===== src/rtl/irq_ctrl_pkg.sv =====
// Shared bus-offset and CP0 interrupt-FSM definitions for the interrupt controller.
package irq_ctrl_pkg;

  localparam logic [1:0] OFF_PEND = 2'd0;
  localparam logic [1:0] OFF_MASK = 2'd1;
  localparam logic [1:0] OFF_MODE = 2'd2;
  localparam logic [1:0] OFF_ISR  = 2'd3;

  typedef enum logic [1:0] {
    IDLE    = 2'd0,
    REQ     = 2'd1,
    SERVICE = 2'd2
  } irq_state_t;

endpackage


===== src/rtl/irq_ctrl_prio_enc.sv =====
// Lowest-index-wins priority encoder; o_valid flags that any request is set.
module prio_enc #(
  parameter int NSRC = 6,
  parameter int IDW  = 3
) (
  input  logic [NSRC-1:0] i_req,
  output logic [IDW-1:0]  o_id,
  output logic            o_valid
);

  // NOTE: o_id gets a default before the loop so no path leaves it unassigned (no latch).
  always_comb begin
    o_id = '0;
    for (int i = NSRC - 1; i >= 0; i--) begin
      if (i_req[i]) o_id = IDW'(i);
    end
  end

  assign o_valid = |i_req;

endmodule


===== src/rtl/irq_ctrl.sv =====
// Memory-mapped interrupt controller: per-source pending/mask/mode, fixed priority, CP0 req/ack/EOI handshake.
module irq_ctrl
  import irq_ctrl_pkg::*;
#(
  parameter int NSRC = 6,
  parameter int IDW  = 3
) (
  input  logic            clk,
  input  logic            reset,
  input  logic [31:2]     Addr,
  input  logic            WE,
  input  logic [31:0]     Din,
  output logic [31:0]     Dout,
  input  logic [NSRC-1:0] irq_in,
  input  logic            int_ack,
  output logic            int_req,
  output logic [IDW-1:0]  int_id,
  output logic            in_svc
);

  irq_state_t      r_state;
  logic [NSRC-1:0] r_pend, r_mask, r_mode, r_irq_d;
  logic            r_int_req, r_in_svc;
  logic [IDW-1:0]  r_int_id;

  logic [NSRC-1:0] w_cand, w_edge, w_w1c, w_ack_clr, w_id_oh, w_edge_nxt, w_pend_nxt;
  logic            w_wr_pend, w_wr_mask, w_wr_mode, w_wr_isr;
  logic [IDW-1:0]  w_sel_id;
  logic            w_sel_valid;
  logic [2:0]      w_id3;
  logic            w_unused;

  assign w_wr_pend = WE && (Addr[3:2] == OFF_PEND);
  assign w_wr_mask = WE && (Addr[3:2] == OFF_MASK);
  assign w_wr_mode = WE && (Addr[3:2] == OFF_MODE);
  assign w_wr_isr  = WE && (Addr[3:2] == OFF_ISR);

  assign w_cand  = r_pend & r_mask;
  assign w_id_oh = {{(NSRC-1){1'b0}}, 1'b1} << r_int_id;

  // Edge sources: a fresh edge beats both the W1C write and the ack clear.
  assign w_edge     = irq_in & ~r_irq_d;
  assign w_w1c      = w_wr_pend ? Din[NSRC-1:0] : '0;
  assign w_ack_clr  = (r_state == REQ && int_ack) ? w_id_oh : '0;
  assign w_edge_nxt = w_edge | (r_pend & ~(w_w1c | w_ack_clr));
  assign w_pend_nxt = (r_mode & w_edge_nxt) | (~r_mode & irq_in);

  prio_enc #(.NSRC(NSRC), .IDW(IDW)) u_prio_enc (
    .i_req   (w_cand),
    .o_id    (w_sel_id),
    .o_valid (w_sel_valid)
  );

  // NOTE: all state uses non-blocking assignments so every update sees pre-edge values.
  always_ff @(posedge clk) begin
    if (reset) begin
      r_state   <= IDLE;
      r_pend    <= '0;
      r_mask    <= '0;
      r_mode    <= '0;
      r_irq_d   <= '0;
      r_int_req <= 1'b0;
      r_in_svc  <= 1'b0;
      r_int_id  <= '0;
    end else begin
      r_irq_d <= irq_in;
      r_pend  <= w_pend_nxt;
      if (w_wr_mask) r_mask <= Din[NSRC-1:0];
      if (w_wr_mode) r_mode <= Din[NSRC-1:0];

      case (r_state)
        IDLE: begin
          if (w_sel_valid) begin
            r_state   <= REQ;
            r_int_id  <= w_sel_id;
            r_int_req <= 1'b1;
          end
        end
        REQ: begin
          if (int_ack) begin
            r_state   <= SERVICE;
            r_int_req <= 1'b0;
            r_in_svc  <= 1'b1;
          end else if ((w_cand & w_id_oh) == '0) begin
            r_state   <= IDLE;
            r_int_req <= 1'b0;
          end
        end
        SERVICE: begin
          if (w_wr_isr) begin
            r_state  <= IDLE;
            r_in_svc <= 1'b0;
          end
        end
        default: begin
          r_state   <= IDLE;
          r_int_req <= 1'b0;
          r_in_svc  <= 1'b0;
        end
      endcase
    end
  end

  assign w_id3 = 3'(r_int_id);

  always_comb begin
    Dout = '0;
    case (Addr[3:2])
      OFF_PEND: Dout = {{(32-NSRC){1'b0}}, r_pend};
      OFF_MASK: Dout = {{(32-NSRC){1'b0}}, r_mask};
      OFF_MODE: Dout = {{(32-NSRC){1'b0}}, r_mode};
      OFF_ISR:  Dout = {r_in_svc, 28'b0, w_id3};
      default:  Dout = '0;
    endcase
  end

  assign int_req  = r_int_req;
  assign int_id   = r_int_id;
  assign in_svc   = r_in_svc;
  assign w_unused = ^{Addr[31:4], Din[31:NSRC]};

endmodule


===== config.mk =====
export PLATFORM = sky130hd
export DESIGN_NAME = irq_ctrl
export DESIGN_NICKNAME = d
export VERILOG_FILES = /design/src/rtl/irq_ctrl_pkg.sv /design/src/rtl/irq_ctrl_prio_enc.sv /design/src/rtl/irq_ctrl.sv
export SDC_FILE = /design/constraint.sdc
export NUM_CORES = 1
export LEC_CHECK = 0
export ABC_CLOCK_PERIOD_IN_PS = 1300
export BUFFER_PORTS_ARGS = -buffer_cell sky130_fd_sc_hd__buf_2
export CELL_PAD_IN_SITES_DETAIL_PLACEMENT = 0
export CELL_PAD_IN_SITES_GLOBAL_PLACEMENT = 1
export CORE_UTILIZATION = 26
export DETAILED_ROUTE_END_ITERATION = 10
export PLACE_DENSITY_LB_ADDON = 0.1
export SYNTH_ARGS = -nofsm -noshare
export SYNTH_HDL_FRONTEND = slang
export SYNTH_SLANG_ARGS = --single-unit
export TNS_END_PERCENT = 50

===== constraint.sdc =====
create_clock -name clk -period 1.3 [get_ports clk]
set_input_delay 0.26 -clock clk [delete_from_list [all_inputs] [get_ports clk]]
set_output_delay 0.26 -clock clk [all_outputs]
set_load 0.1 [all_outputs]

==> out/results.tsv <==
metric	value	unit
status	finished, violations left	
failing checks	negative setup slack	
Ports	109	
Post-synth EDFFs	0	
unrepaired setup endpoints after global routing	true	
CTS tree	done	
area delta synth->final	60.1	%
Min Hold Slack	244	ps
HPWL after detailed placement	3.80	mm
cell taking the most area after synthesis	dfxtp_1	
clk buf depth	2	
gr ovfl total	0	
Critical Path RT	1040	ps
register area	656	um2
Initial Util	26.8	%
Worst Setup End Kind	output pin	
Post-synth top cells	dfxtp_1, buf_4, nand2_1, a21oi_1	
routed len/inst	14.6	um
Final Power	2.64	mW
setup TNS	-1330	ps
setup ws final	-287	ps
worst path arrival time	1330	ps
Synth top area share	36.4	%
routability cong.	0.808	
post-cts hold buffer count	0	
Sink Count	31	
Period minus WS final	1590	ps
Vias	1608	
Setup CP Type	reg -> out	
Finished Layout Cells	346	
Mapped Cells	194	
Async SR Flop Fraction	0	%
Seq pwr share	38.6	%
cell area after layout	2730	um2
count of state elements after synthesis	31	
number of vias per cell	4.65	
IR drop worst, VDD	491	uV
gr usage total	15.5	%
area of the mapped netlist	1700	um2
Comb power frac	31.5	%
Post-DRT Antenna Nets	0	
largest net degree at the start of global routing	20	
Nets	340	
max-slew violations	0	
PwrDens	967	nW/um2
H-tree levels	2	
Int Power	1.64	mW
Clock power frac	29.9	%
total CTS buffers	5	
Post-Place Cell Area	2350	um2
Max Fanout on Critical Path	3	
worst-skew pair later-pin latency	280	ps
count of input and output buffers	29	
Ys Warns	0	
first-pass GRT wire length	8.49	mm
Area contributors post-synth	dfxtp_1, buf_4, nand2_1	
final hold vios	0	
die width	83.0	um
Starting DRT DRC Count	78	
Peak Freq	630	MHz
Psw	0.992	mW
routed wire length	5.05	mm
Distinct cells, synth	41	
clock transition at the registers of the reported paths	70	ps
Initial DRT Pass Iterations	4	
sequential cell area fraction in the yosys report	36.4	%
worst hold path type	in -> reg	
FILL cells	625	
post-synthesis area per instance	8.78	um2
antenna violations before repair	0	
antenna fix cells	0	
total die area	6880	um2
max-cap violations	0	
ys flop type	dfxtp_1	
fraction of layout cells with a size suffix above 1	50.2	%
Core Box Area	6350	um2
Die H	83.0	um
clock skew	6.23	ps
most frequent cell after synthesis	dfxtp_1	
pre-CTS setup slack	-274	ps
DP Cell Count	333	
leakage power	1.18	nW
vias in the first global route	1652	
Worst setup SP type	flip-flop	
final core occ	43.0	%
fin crit share	122	%
footprint of the multi-input gates	1120	um2
Setup Viol. Count Final	11	
Remaining DRCs	0	
Sw Share	37.6	%
clk root buf	clkbuf_8	
Cell Rows	29	
## per-layer routing
layer	wire, um	track usage, %	up-vias
met5	0	0	-
met4	102	6.27	0
met3	192	3.88	10
met2	2430	24.1	44
met1	2320	20.4	762
li1	-	-	792
## worst max-delay path: stages (launching register included)
cell and delay, ps:
dfxtp_4 350, mux4_2 490, buf_6 200
## kinds of logic (layout without fill, tap and decap cells)
family / Yosys count / in the layout / synth area share (%)
compound gates: 41 / 41 / 16.7
buf+inv: 38 / 89 / 14.5
flops: 31 / 31 / 36.4
mux: 13 / 13 / 10.6
other cells: 1 / 25 / 0.220
simple gates: 70 / 70 / 21.6
## layout by cell type, fill, tap and decap left out, drive strengths merged, types with 4 or more instances in the layout
master / instances
and2: 4
nor2b: 7
nand2: 26
a21oi: 10
clkbuf: 7
conb: 25
nand3: 8
dfxtp: 31
a22o: 6
mux2i: 9
buf: 78
nor3: 4
mux4: 4
nand3b: 4
o21ai: 7
nor2: 9
## registers in the layout (all words and copies together), names as in the netlist
register and flops:
in_svc 1, int_id 3, int_req 1, r_irq_d 6, r_mask 6, r_mode 6
r_pend 6, r_state 2
## final cells by class
cell class / instances / area share (%)
multi-input combinational: 149 / 41.0
timing repair buffer: 78 / 27.8
sequential: 31 / 24.0
tap: 77 / 3.53
clock buffer: 7 / 3.17
inverter: 3 / 0.413
clock inverter: 1 / 0.138
## worst paths after layout
| path | cells past startpoint | slack [ps] | end | startpoint |
|---|---|---|---|---|
| setup / recovery | 2 | -290 | Dout[2] | int_id[2] |
| hold / removal | 2 | 240 | r_irq_d[4] | irq_in[4] |
| setup reg to reg | 5 | -110 | r_pend[1] | int_id[0] |
| hold reg to reg | 2 | 470 | r_pend[2] | r_irq_d[2] |
## what timing repair did
action / CTS / global route
pin swaps: 6 / 4
setup endpoints to repair: 13 / 16
buffers inserted: 6 / 3
cloned: 0 / 0
gates resized for setup: 53 / 16
## power groups by stage
| stage | sequential (mW) | combinational [mW] | clock (mW) |
|---|---|---|---|
| 2_1_floorplan | 1.07 | 0.588 | 0 |
| 3_3_place_gp | 1.03 | 0.753 | 0 |
| 3_5_place_dp | 1.04 | 0.755 | 0 |
| 4_1_cts | 1.02 | 0.823 | 0.799 |
| 5_1_grt | 1.02 | 0.867 | 0.855 |
| 6_report | 1.02 | 0.831 | 0.789 |
Note: power is estimated with default switching activity, not from simulation.
